<file path="src/rtl/or_and_pipe_pkg.sv">
// Shared types, mode encodings and bitwise helpers for the or_and_pipe block.
// Operands are carried in a 64-bit container, so WIDTH is limited to 64.
package or_and_pkg;

    localparam int unsigned OP_MAX_W = 64;

    typedef logic [1:0]          mode_t;
    typedef logic [OP_MAX_W-1:0] op_t;

    localparam mode_t MODE_OR_AND  = 2'd0;
    localparam mode_t MODE_AND_OR  = 2'd1;
    localparam mode_t MODE_XOR_AND = 2'd2;
    localparam mode_t MODE_NOR_AND = 2'd3;

    function automatic op_t or_and_op1(input op_t a, input op_t b, input mode_t mode);
        op_t t;
        case (mode)
            MODE_OR_AND:  t = a | b;
            MODE_AND_OR:  t = a & b;
            MODE_XOR_AND: t = a ^ b;
            MODE_NOR_AND: t = a | b;
            default:      t = a | b;
        endcase
        return t;
    endfunction

    // The mode 3 inversion lands in the second level, after the AND with c.
    function automatic op_t or_and_op2(input op_t t, input op_t c, input mode_t mode);
        op_t x;
        case (mode)
            MODE_OR_AND:  x = t & c;
            MODE_AND_OR:  x = t | c;
            MODE_XOR_AND: x = t & c;
            MODE_NOR_AND: x = ~(t & c);
            default:      x = t & c;
        endcase
        return x;
    endfunction

    function automatic op_t or_and_apply(input op_t a, input op_t b, input op_t c, input mode_t mode);
        return or_and_op2(or_and_op1(a, b, mode), c, mode);
    endfunction

    function automatic logic or_and_parity(input op_t v);
        return ^v;
    endfunction

endpackage

</file>
<file path="src/rtl/or_and_pipe_stage.sv">
// Valid/ready register slice: loads whenever empty or the downstream side accepts.
module pipe_stage #(
    parameter int unsigned DATA_W = 8
) (
    input  logic              clk,
    input  logic              rst_n,
    input  logic              in_valid,
    output logic              in_ready,
    input  logic [DATA_W-1:0] in_data,
    output logic              out_valid,
    input  logic              out_ready,
    output logic [DATA_W-1:0] out_data
);

    logic              valid_r;
    logic [DATA_W-1:0] data_r;
    logic              load_s;

    assign load_s    = !valid_r || out_ready;
    assign in_ready  = load_s;
    assign out_valid = valid_r;
    assign out_data  = data_r;

    // Slice register; data follows valid on every load so bubbles carry don't-care data.
    always_ff @(posedge clk or negedge rst_n) begin
        if (!rst_n) begin
            valid_r <= 1'b0;
            data_r  <= {DATA_W{1'b0}};
        end else if (load_s) begin
            valid_r <= in_valid;
            data_r  <= in_data;
        end
    end

endmodule

</file>
<file path="src/rtl/or_and_pipe.sv">
// Two-stage valid/ready pipeline applying a selectable two-level bitwise function.
// Define OR_AND_PARITY_EN to add the registered out_parity output (^out_x).
module or_and_pipe
    import or_and_pkg::*;
#(
    parameter int unsigned WIDTH = 8,
    parameter int unsigned CNT_W = 16
) (
    input  logic             clk,
    input  logic             rst_n,
    input  logic             in_valid,
    output logic             in_ready,
    input  logic [WIDTH-1:0] in_a,
    input  logic [WIDTH-1:0] in_b,
    input  logic [WIDTH-1:0] in_c,
    input  logic [1:0]       in_mode,
    output logic             out_valid,
    input  logic             out_ready,
    output logic [WIDTH-1:0] out_x,
    output logic [CNT_W-1:0] out_count
`ifdef OR_AND_PARITY_EN
    ,
    output logic             out_parity
`endif
);

    localparam int unsigned S1_W = 2 + 2 * WIDTH;
`ifdef OR_AND_PARITY_EN
    localparam int unsigned S2_W = WIDTH + 1;
`else
    localparam int unsigned S2_W = WIDTH;
`endif

    logic [WIDTH-1:0] t1_next_s;
    logic [S1_W-1:0]  s1_in_s;
    logic [S1_W-1:0]  s1_data_s;
    logic             s1_valid_s;
    logic             adv2_s;
    logic [WIDTH-1:0] t1_s;
    logic [WIDTH-1:0] c1_s;
    mode_t            mode1_s;
    logic [WIDTH-1:0] x2_next_s;
    logic [S2_W-1:0]  s2_in_s;
    logic [S2_W-1:0]  s2_data_s;
    logic [CNT_W-1:0] count_r;

    assign t1_next_s = WIDTH'(or_and_op1(op_t'(in_a), op_t'(in_b), in_mode));
    assign s1_in_s   = {in_mode, in_c, t1_next_s};

    pipe_stage #(.DATA_W(S1_W)) u_stage1 (
        .clk       (clk),
        .rst_n     (rst_n),
        .in_valid  (in_valid),
        .in_ready  (in_ready),
        .in_data   (s1_in_s),
        .out_valid (s1_valid_s),
        .out_ready (adv2_s),
        .out_data  (s1_data_s)
    );

    assign t1_s      = s1_data_s[WIDTH-1:0];
    assign c1_s      = s1_data_s[2*WIDTH-1:WIDTH];
    assign mode1_s   = s1_data_s[2*WIDTH+1:2*WIDTH];
    // Truncate before parity so the mode 3 inversion of unused upper bits cannot leak in.
    assign x2_next_s = WIDTH'(or_and_op2(op_t'(t1_s), op_t'(c1_s), mode1_s));

`ifdef OR_AND_PARITY_EN
    assign s2_in_s   = {or_and_parity(op_t'(x2_next_s)), x2_next_s};
`else
    assign s2_in_s   = x2_next_s;
`endif

    pipe_stage #(.DATA_W(S2_W)) u_stage2 (
        .clk       (clk),
        .rst_n     (rst_n),
        .in_valid  (s1_valid_s),
        .in_ready  (adv2_s),
        .in_data   (s2_in_s),
        .out_valid (out_valid),
        .out_ready (out_ready),
        .out_data  (s2_data_s)
    );

    assign out_x = s2_data_s[WIDTH-1:0];
`ifdef OR_AND_PARITY_EN
    assign out_parity = s2_data_s[WIDTH];
`endif

    // Delivered-result counter, wraps naturally at 2^CNT_W.
    always_ff @(posedge clk or negedge rst_n) begin
        if (!rst_n) begin
            count_r <= {CNT_W{1'b0}};
        end else if (out_valid && out_ready) begin
            count_r <= count_r + CNT_W'(1'b1);
        end
    end

    assign out_count = count_r;

endmodule

</file>
<file path="config.mk">
export PLATFORM = sky130hd
export DESIGN_NAME = or_and_pipe
export DESIGN_NICKNAME = d
export VERILOG_FILES = /design/src/rtl/or_and_pipe_pkg.sv /design/src/rtl/or_and_pipe_stage.sv /design/src/rtl/or_and_pipe.sv
export SDC_FILE = /design/constraint.sdc
export NUM_CORES = 1
export LEC_CHECK = 0
export CORE_MARGIN = 2
export CORE_UTILIZATION = 50
export CTS_BUF_LIST = sky130_fd_sc_hd__clkbuf_4 sky130_fd_sc_hd__clkbuf_8 sky130_fd_sc_hd__clkbuf_16
export DETAILED_ROUTE_END_ITERATION = 8
export GPL_TIMING_DRIVEN = 1
export PLACE_DENSITY = 0.8
export SETUP_SLACK_MARGIN = 0.02
export SLEW_MARGIN = 10
export SYNTH_ARGS = -nofsm -noshare
export SYNTH_HDL_FRONTEND = slang
export SYNTH_SLANG_ARGS = --single-unit
</file>
<file path="constraint.sdc">
create_clock -name clk -period 2 [get_ports clk]
set_clock_uncertainty 0.2 [all_clocks]
set_input_delay 0.2 -clock clk [delete_from_list [all_inputs] [get_ports clk]]
set_output_delay 0.2 -clock clk [all_outputs]
set_load 0.01 [all_outputs]
</file>
* Word level (Yosys, flattened, before mapping)
Index checks and enable logic that the tools add are counted.
** Operators by class
- $add $sub $neg :: 1
- Eq/ne operators :: 6
- Mux-type cells :: 2
- Bitwise operators :: 6
- Reduce and logical (&&, ||, !) cells :: 9
** Operator list (count)
- one-hot mux 8 bit (3 select lines) :: 2
- adder 16 x 1 -> 16 bit, second input constant :: 1
- AND 8 bit :: 2
- OR 8 bit :: 2
- == test 2 bit, second input constant :: 4
- NOT 8 bit :: 1
- bitwise XOR 8 bit :: 1
- == test 2 x 1 -> 1 bit, second input constant :: 2
- zero test 2 bit :: 2
- OR reduction 2 bit :: 2
- zero test 1 bit :: 2
- logical OR 1 bit :: 2
- logical AND 1 bit :: 1
** Storage, ports and cells
- Register bits :: 44
- Input port bits :: 30
- Output and inout bits :: 26
- Word-level logic and storage cells :: 29

* Depth between registers and ports, before layout
Gate-level depths: netlist of the first run.
- Depth in word-level cells :: 3
- Depth in mapped cells :: 6
- Gate-level depth less buffers :: 6

* By module
From an unflattened synthesis of the first run, not the netlist that was laid out.
** Second synthesis, totals
- Cell total of the unflattened synthesis :: 220
- Area total of the unflattened synthesis :: 2521.2 µm²
** Modules (own cells, without submodules)
- or_and_pipe :: instances 1, cells each 159, area each 1356.3 µm², sequential area each 400.4 µm²
- pipe_stage at u_stage1 :: instances 1, cells each 41, area each 788.3 µm², sequential area each 475.5 µm²
- pipe_stage at u_stage2 :: instances 1, cells each 20, area each 376.6 µm², sequential area each 225.2 µm²

* Worst setup path after synthesis of the first run
Ideal clock, no wire load.
- Kind :: reg-to-reg
- Start point :: register count_r[0] (netlist: out_count[0])
- End point :: register count_r[14] (netlist: out_count[14])
- Setup time :: 125 ps
- Data arrival time :: 1305 ps
- Data required time :: 1675 ps
- Setup slack :: 369 ps
- Stages on the path, launching flop included :: 6
- Path buffers :: 0
- Period minus slack after synthesis :: 1631 ps
- Cell sequence :: dfrtp_1 > ha_1 > inv_1 > nor4_2 > nand4_1 > xnor2_1
** Between the ends
- Word-level cells in the longest chain between the ends :: 1
** RTL lines
- start: declaration :: RTL line or_and_pipe.sv:45 : logic [CNT_W-1:0] count_r;
- start signal: assignment :: RTL line or_and_pipe.sv:92 : count_r <= {CNT_W{1'b0}};
- start signal: assignment :: RTL line or_and_pipe.sv:94 : count_r <= count_r + CNT_W'(1'b1);
- adder 16 x 1 -> 16 bit :: RTL line or_and_pipe.sv:94
Every way passes these cells.
A chain may end at the register's enable or synchronous reset.

* Final worst setup path of the first run
- Start point :: register u_stage2.valid_r (netlist: u_stage2.out_valid)
- End point :: output port in_ready
** Between the ends
- Word-level cells in the longest chain between the ends :: 3
** RTL lines
- start: declaration :: RTL line or_and_pipe_stage.sv:15 : logic valid_r;
- start signal: assignment :: RTL line or_and_pipe_stage.sv:30 : valid_r <= in_valid;
- zero test 1 bit :: RTL line or_and_pipe_stage.sv:19 : assign load_s = !valid_r || out_ready;
- logical OR 1 bit (2 in a row) :: RTL line or_and_pipe_stage.sv:19
- end: declaration :: RTL line or_and_pipe.sv:12 : output logic in_ready,
Every way passes these cells.

==> reports/metrics.yaml, run 1 <==
cp-start-kind: "register"
rsz0062_at_grt: "no"
required_ps: 1600
h-tree-depth: 2
stdcell_count: 353
postCtsSetupBuffers: 0
core_um2: 4750
finalSetupViolCount: 0
fin_crit_sh_pct: 88.1
track_usage_pct: 18.7
io_pins: 56
synth_seq_area_share_pct: 44.6
synth.distinct_cells: 28
worst-setup-path-type: "register to primary output"
drt_wl_total_mm: 4.63
layout_commonest_cell: "clkdlybuf4s50_1"
clk-insertion-delay-late_ps: 300
cp-startpoint: "u_stage2.out_valid"
clk_pin_slew_ps: 80
min_path_type: "register to register"
crit_path_end_kind: "primary output"
arrival_ps: 1360
cts_buffers: 5
cts.path.max_buffers: 2
numPortBuffers: 55
fin_nets: 334
num_antenna_cells: 0
syn_area_um2: 2470
gp_congestion: 0.763
syn_inst: 227
cts_sinks: 44
vdd_ir_drop_max_mv: 0.413
status: "completed"
final_cell_mix: "clkdlybuf4s50_1, dfrtp_1, inv_1, nand2_1, ha_1"
syn_nets: 276
ant_nets: 0
clockRootBuffer: "clkbuf_8"
hp-start: "out_count[15]"
via_per_inst: 5.20
setup_tns_ps: 0
ys_warn_count: 0
drc_errors: 0
rows: 25
p_per_area_nw_per_um2: 798
finalMaxSlewViolations: 0
hold_viol_final: 0
maxCapViolCount: 0
slew-limit-headroom_pct: 62.3
drtPass1Iterations: 5
layout-drive-gt1-share_pct: 14.0
grt_pass1_vias: 1755
start_util_pct: 52.0
syn_to_final_growth_pct: 29.2
antenna_found_initial: 0
dieArea_um2: 5520
grt_max_degree: 45
worst_pin_slew_ps: 565
wl_per_cell_um: 13.1
crit_fanout: 5
fin_crit_ps: 1760
die_x_um: 74.3
drt_iter0_drc: 60
dieHeight_um: 74.3
grt_pass1_wl_mm: 7.86
ys_ff_latch: 44
fmax_mhz: 567
placed_cells: 344
hpwl_mm: 3.51
vias: 1835
cts_tree: "built"
syn_area_per_cell_um2: 10.9
leakage_nw: 1.49
r2r-start: "out_count[0]"
grt_overflow: 0
==> repair_timing <==
item	4_1_cts	5_1_grt
endpoints found under the setup margin	1	0
hold endpoints to repair	44	0
hold buffers	1	0
gates resized for setup	1	0
==> flip-flops by register name, indices dropped and copies added, names as in the netlist <==
register            flops
u_stage2.out_data       8
u_stage2.out_valid      1
u_stage1.out_data      18
u_stage1.out_valid      1
out_count              16
==> metal layers <==
| layer | track usage, % | up-vias | routed length, um |
|---|---|---|---|
| met2 | 32.2 | 58 | 2320 |
| met5 | 0 | - | 0 |
| met1 | 23.2 | 868 | 2010 |
| met4 | 5.75 | 0 | 70 |
| met3 | 4.74 | 8 | 227 |
| li1 | - | 901 | - |
==> synthesized netlist by cell type, drive strengths merged <==
cell / number / area share [%]
nor4b: 1 / 0.96
a22oi: 8 / 2.4
or2: 1 / 0.25
clkbuf: 6 / 0.91
o31ai: 16 / 4.9
buf: 5 / 1.5
nand2b: 1 / 0.25
xor2: 2 / 0.71
nor2: 2 / 0.30
and2: 1 / 0.25
nor2b: 1 / 0.25
dfrtp: 44 / 45
nand3: 6 / 1.2
nand2: 23 / 3.7
nor4: 1 / 0.51
ha: 19 / 9.6
nand4: 12 / 3.6
a21oi: 8 / 1.6
o21ai: 8 / 1.6
xnor2: 13 / 4.6
inv: 27 / 4.1
and3: 3 / 0.76
mux2: 19 / 11
==> critical path, stage by stage (launching register included) <==
cell,delay [ps]
dfrtp_1,420
nor2b_1,230
nand2_2,120
dlygate4sd2_1,300
==> layout make-up <==
class	instances	area (um2)
flip-flops and latches	44	1100
inverters	27	101
well taps	67	83.8
fillers	391	1560
repair buffers	62	599
multi-input cells	145	1210
clock buffers	8	97.6
==> power by group <==
group | total (mW) | switching, mW | leakage, nW | internal (mW)
logic | 0.725 | 0.285 | 0.890 | 0.439
registers | 1.22 | 0.186 | 0.546 | 1.03
clock network | 0.602 | 0.293 | 0.0523 | 0.309
total | 2.55 | 0.764 | 1.49 | 1.78
==> cells by family (layout without fill, tap and decap cells) <==
kind of cell / after synthesis / count (layout) / synth area share [%]
and+or+nand+nor: 52 / 52 / 12.1
DFF: 44 / 44 / 44.6
AOI/OAI and AO/OA: 40 / 40 / 10.5
buffers and inverters: 38 / 97 / 6.48
adders and majority gates: 19 / 19 / 9.62
muxes: 19 / 19 / 11.4
xor gates and xnor gates: 15 / 15 / 5.32
==> final timing paths <==
path	slack, ps	cells after the start	to
worst max-delay path	240	3	in_ready
worst min-delay path	270	1	out_count[15]
worst max register to register	240	5	out_count[14]
worst min register to register	270	1	out_count[15]
max in group asynchronous	910	3	u_stage2.out_data[6]
min in group asynchronous	320	3	out_count[7]
==> metrics by stage <==
stage               area, um2  utilization, %  hold slack [ps]  setup WS (ps)  power [mW]
global route             3190            67.2              305           98.2        2.69
global placement         3090            64.9              104           24.6        1.93
detailed placement       3090            64.9              120          -57.4        1.97
CTS                      3190            67.2              280            221        2.57
finish                   3190            67.2              274            238        2.55
floorplan                2470               -             -296            369        1.60
Power figures use the tool's default switching activity.
==> run 2, diff against run 1 <==
--- a/config.mk
+++ b/config.mk
@@ -10,7 +10,9 @@
 export CTS_BUF_LIST = sky130_fd_sc_hd__clkbuf_4 sky130_fd_sc_hd__clkbuf_8 sky130_fd_sc_hd__clkbuf_16
 export DETAILED_ROUTE_END_ITERATION = 8
 export GPL_TIMING_DRIVEN = 1
-export PLACE_DENSITY = 0.8
+export MAX_ROUTING_LAYER = met4
+export PLACE_DENSITY = 0.9
+export REMOVE_ABC_BUFFERS = 1
 export SETUP_SLACK_MARGIN = 0.02
 export SLEW_MARGIN = 10
 export SYNTH_ARGS = -nofsm -noshare
==> run 2 against run 1 <==
Combinational power is 2.8% higher. Core utilization increased by 0.45 points. Clock power shrank 2%. Final cell count did not move. Critical endpoint is now out_count[14]. Largest power group unchanged. Critical path type is now register to register. Sequential share of layout area is 0.23 points lower. Critical path depth rose by 2. Routed wire length rose by 2.7%. Largest cell class unchanged. Highest routed layer unchanged.
==> reports/metrics.yaml, run 2 (synthesis results as in run 1) <==
arrival_ps: 1790  # +430 ps
drt_wl_total_mm: 4.75  # +2.7%
io_pins: 56  # unchanged
hold_slack_ps: 208  # -65.7 ps
cp-startpoint: "out_count[0]"
leakage_nw: 1.50  # +0.84%
cts_sinks: 44  # unchanged
gp_congestion: 0.855  # +12%
grt_pass1_vias: 1802  # +2.7%
clk_pin_slew_ps: 80  # about the same
hold_viol_final: 0  # unchanged
num_antenna_cells: 0  # unchanged
numPortBuffers: 55  # unchanged
met2_usage_pct: 33.2  # +0.99 points
finalWorstSetupSlack_ps: 194  # -43.6 ps
fmax_mhz: 554  # -2.4%
cts_buffers: 5  # unchanged
seq_power_share_pct: 47.8  # about the same
core_um2: 4750  # unchanged
cts_tree: "built"
p_comb_share_pct: 29.2  # +0.7 points
largest_reg_flops: 18  # unchanged
maxCapViolCount: 0  # unchanged
timing.rr.end: "out_count[14]"
grt_max_degree: 24  # -47%
start_util_pct: 52.0  # unchanged
cp-endpoint: "out_count[14]"
use_met1_pct: 23.6  # +0.34 points
rsz0062_at_grt: "no"
finalMaxSlewViolations: 0  # unchanged
crit_fanout: 5  # unchanged
ff2ff_path_depth: 5  # unchanged
required_ps: 1990  # +390 ps
layout-drive-gt1-share_pct: 14.0  # unchanged
rows: 25  # unchanged
final_cell_mix: "clkdlybuf4s50_1, dfrtp_1, inv_1, nand2_1, ha_1"
fin_crit_ps: 1810  # +43.6 ps
power.switching_mw: 0.764  # about the same
drtPass1Iterations: 5  # unchanged
cts.path.max_buffers: 2  # unchanged
drt_iter0_drc: 94  # +57%
slew-limit-headroom_pct: 63.5  # +1.1 points
ff_latch_area_um2: 1100  # unchanged
status: "completed"
wl_per_cell_um: 13.5  # +2.7%
via_per_inst: 5.26  # +1.1%
dpl_worst_slack_ps: -45.8  # +11.6 ps
fin_nets: 334  # unchanged
finalSetupViolCount: 0  # unchanged
grt_overflow: 0  # unchanged
cp-start-kind: "register"
vdd_ir_drop_max_mv: 0.390  # -5.5%
fin_crit_sh_pct: 90.3  # +2.2 points
hpwl_mm: 3.62  # +3.2%
postCtsSetupBuffers: 0  # unchanged
clockRootBuffer: "clkbuf_8"
dieHeight_um: 74.3  # unchanged
crit_path_end_kind: "register"
rrSetupSlack_ps: 190  # -40 ps
worst-setup-path-type: "register to register"
ant_nets: 0  # unchanged
dieArea_um2: 5520  # unchanged
globalRouteMet3Util_pct: 4.20  # -0.54 points
vias: 1856  # +1.1%
worst_pin_slew_ps: 548  # -17.0 ps
die_x_um: 74.3  # unchanged
p_clk_share_pct: 23.0  # -0.6 points
antenna_found_initial: 0  # unchanged
h-tree-depth: 2  # unchanged
layout_commonest_cell: "clkdlybuf4s50_1"
p_per_area_nw_per_um2: 794  # -0.51%
syn_to_final_growth_pct: 30.1
r2r-start: "out_count[0]"
grt_pass1_wl_mm: 8.08  # +2.8%
intPower_mw: 1.79  # +0.22%
clk-insertion-delay-late_ps: 290  # about the same
switching_share_pct: 30.0  # -0.045 points
top_usage_layer: "met2"
min_path_type: "primary input to async pin"
track_usage_pct: 19.7  # +1.0 points
nFillCells: 388  # -0.77%
drc_errors: 0  # unchanged
multi_input_area_um2: 1220  # +0.72%
## run 2: cell types whose count changed in the layout (fill, tap and decap cells not counted)
cell / change
buf_12: +1
nor4_4: +1
buf_4: -1
nor4_2: -1
## run 2: worst min path at each step
stage | start | endpoint | slack [ps] | depth (start not counted)
floorplan | rst_n | out_count[0] | -300 | 0
global placement | rst_n | out_count[5] | -4 | 1
detailed placement | rst_n | out_count[3] | 2 | 1
CTS | rst_n | out_count[3] | 220 | 2
global route | rst_n | out_count[0] | 260 | 2
finish | rst_n | out_count[3] | 210 | 2
## run 2: final cells by class
class / count / share of cell area (%)
inverters: 27 / 3.15
clock buffers: 8 / 3.04
flip-flops and latches: 44 / 34.3
repair buffers: 62 / 19.0
multi-input cells: 145 / 37.9
well taps: 67 / 2.61
## run 2: metrics by stage
stage | area [um2] | cells | setup TNS, ps | util, % | power, mW
4_1_cts | 3210 | 353 | 0 | 67.4 | 2.57
2_1_floorplan | 2410 | 216 | -7280 | - | 1.58
5_1_grt | 3210 | 353 | 0 | 67.6 | 2.71
6_report | 3210 | 353 | 0 | 67.6 | 2.55
3_3_place_gp | 3100 | 344 | 0 | 65.2 | 1.93
3_5_place_dp | 3100 | 344 | -149 | 65.2 | 1.98
## run 2: timing repair
item | in CTS | in global routing
setup endpoints to repair | 1 | 2
pin swaps | 0 | 0
hold buffers | 1 | 0
endpoints found under the hold margin | 21 | 0
gates resized for setup | 1 | 1
## run 2: worst max-delay path, stage by stage (launching register included)
cell and delay [ps]:
dfrtp_1 420, ha_1 280, inv_1 120, nor4_4 370, nand4_1 160, xnor2_1 140
## run 2: layer usage
metal | vias up | share of wire [%]
li1 | 896 | -
met1 | 880 | 43
met2 | 72 | 50
met3 | 8 | 5.2
met4 | 0 | 1.6
met5 | - | 0
## run 2: power groups by stage
stage,clock network (mW),logic [mW],registers [mW]
CTS,0.607,0.748,1.22
global placement,0,0.713,1.22
floorplan,0,0.340,1.24
finish,0.587,0.745,1.22
global route,0.646,0.818,1.24
detailed placement,0,0.742,1.24
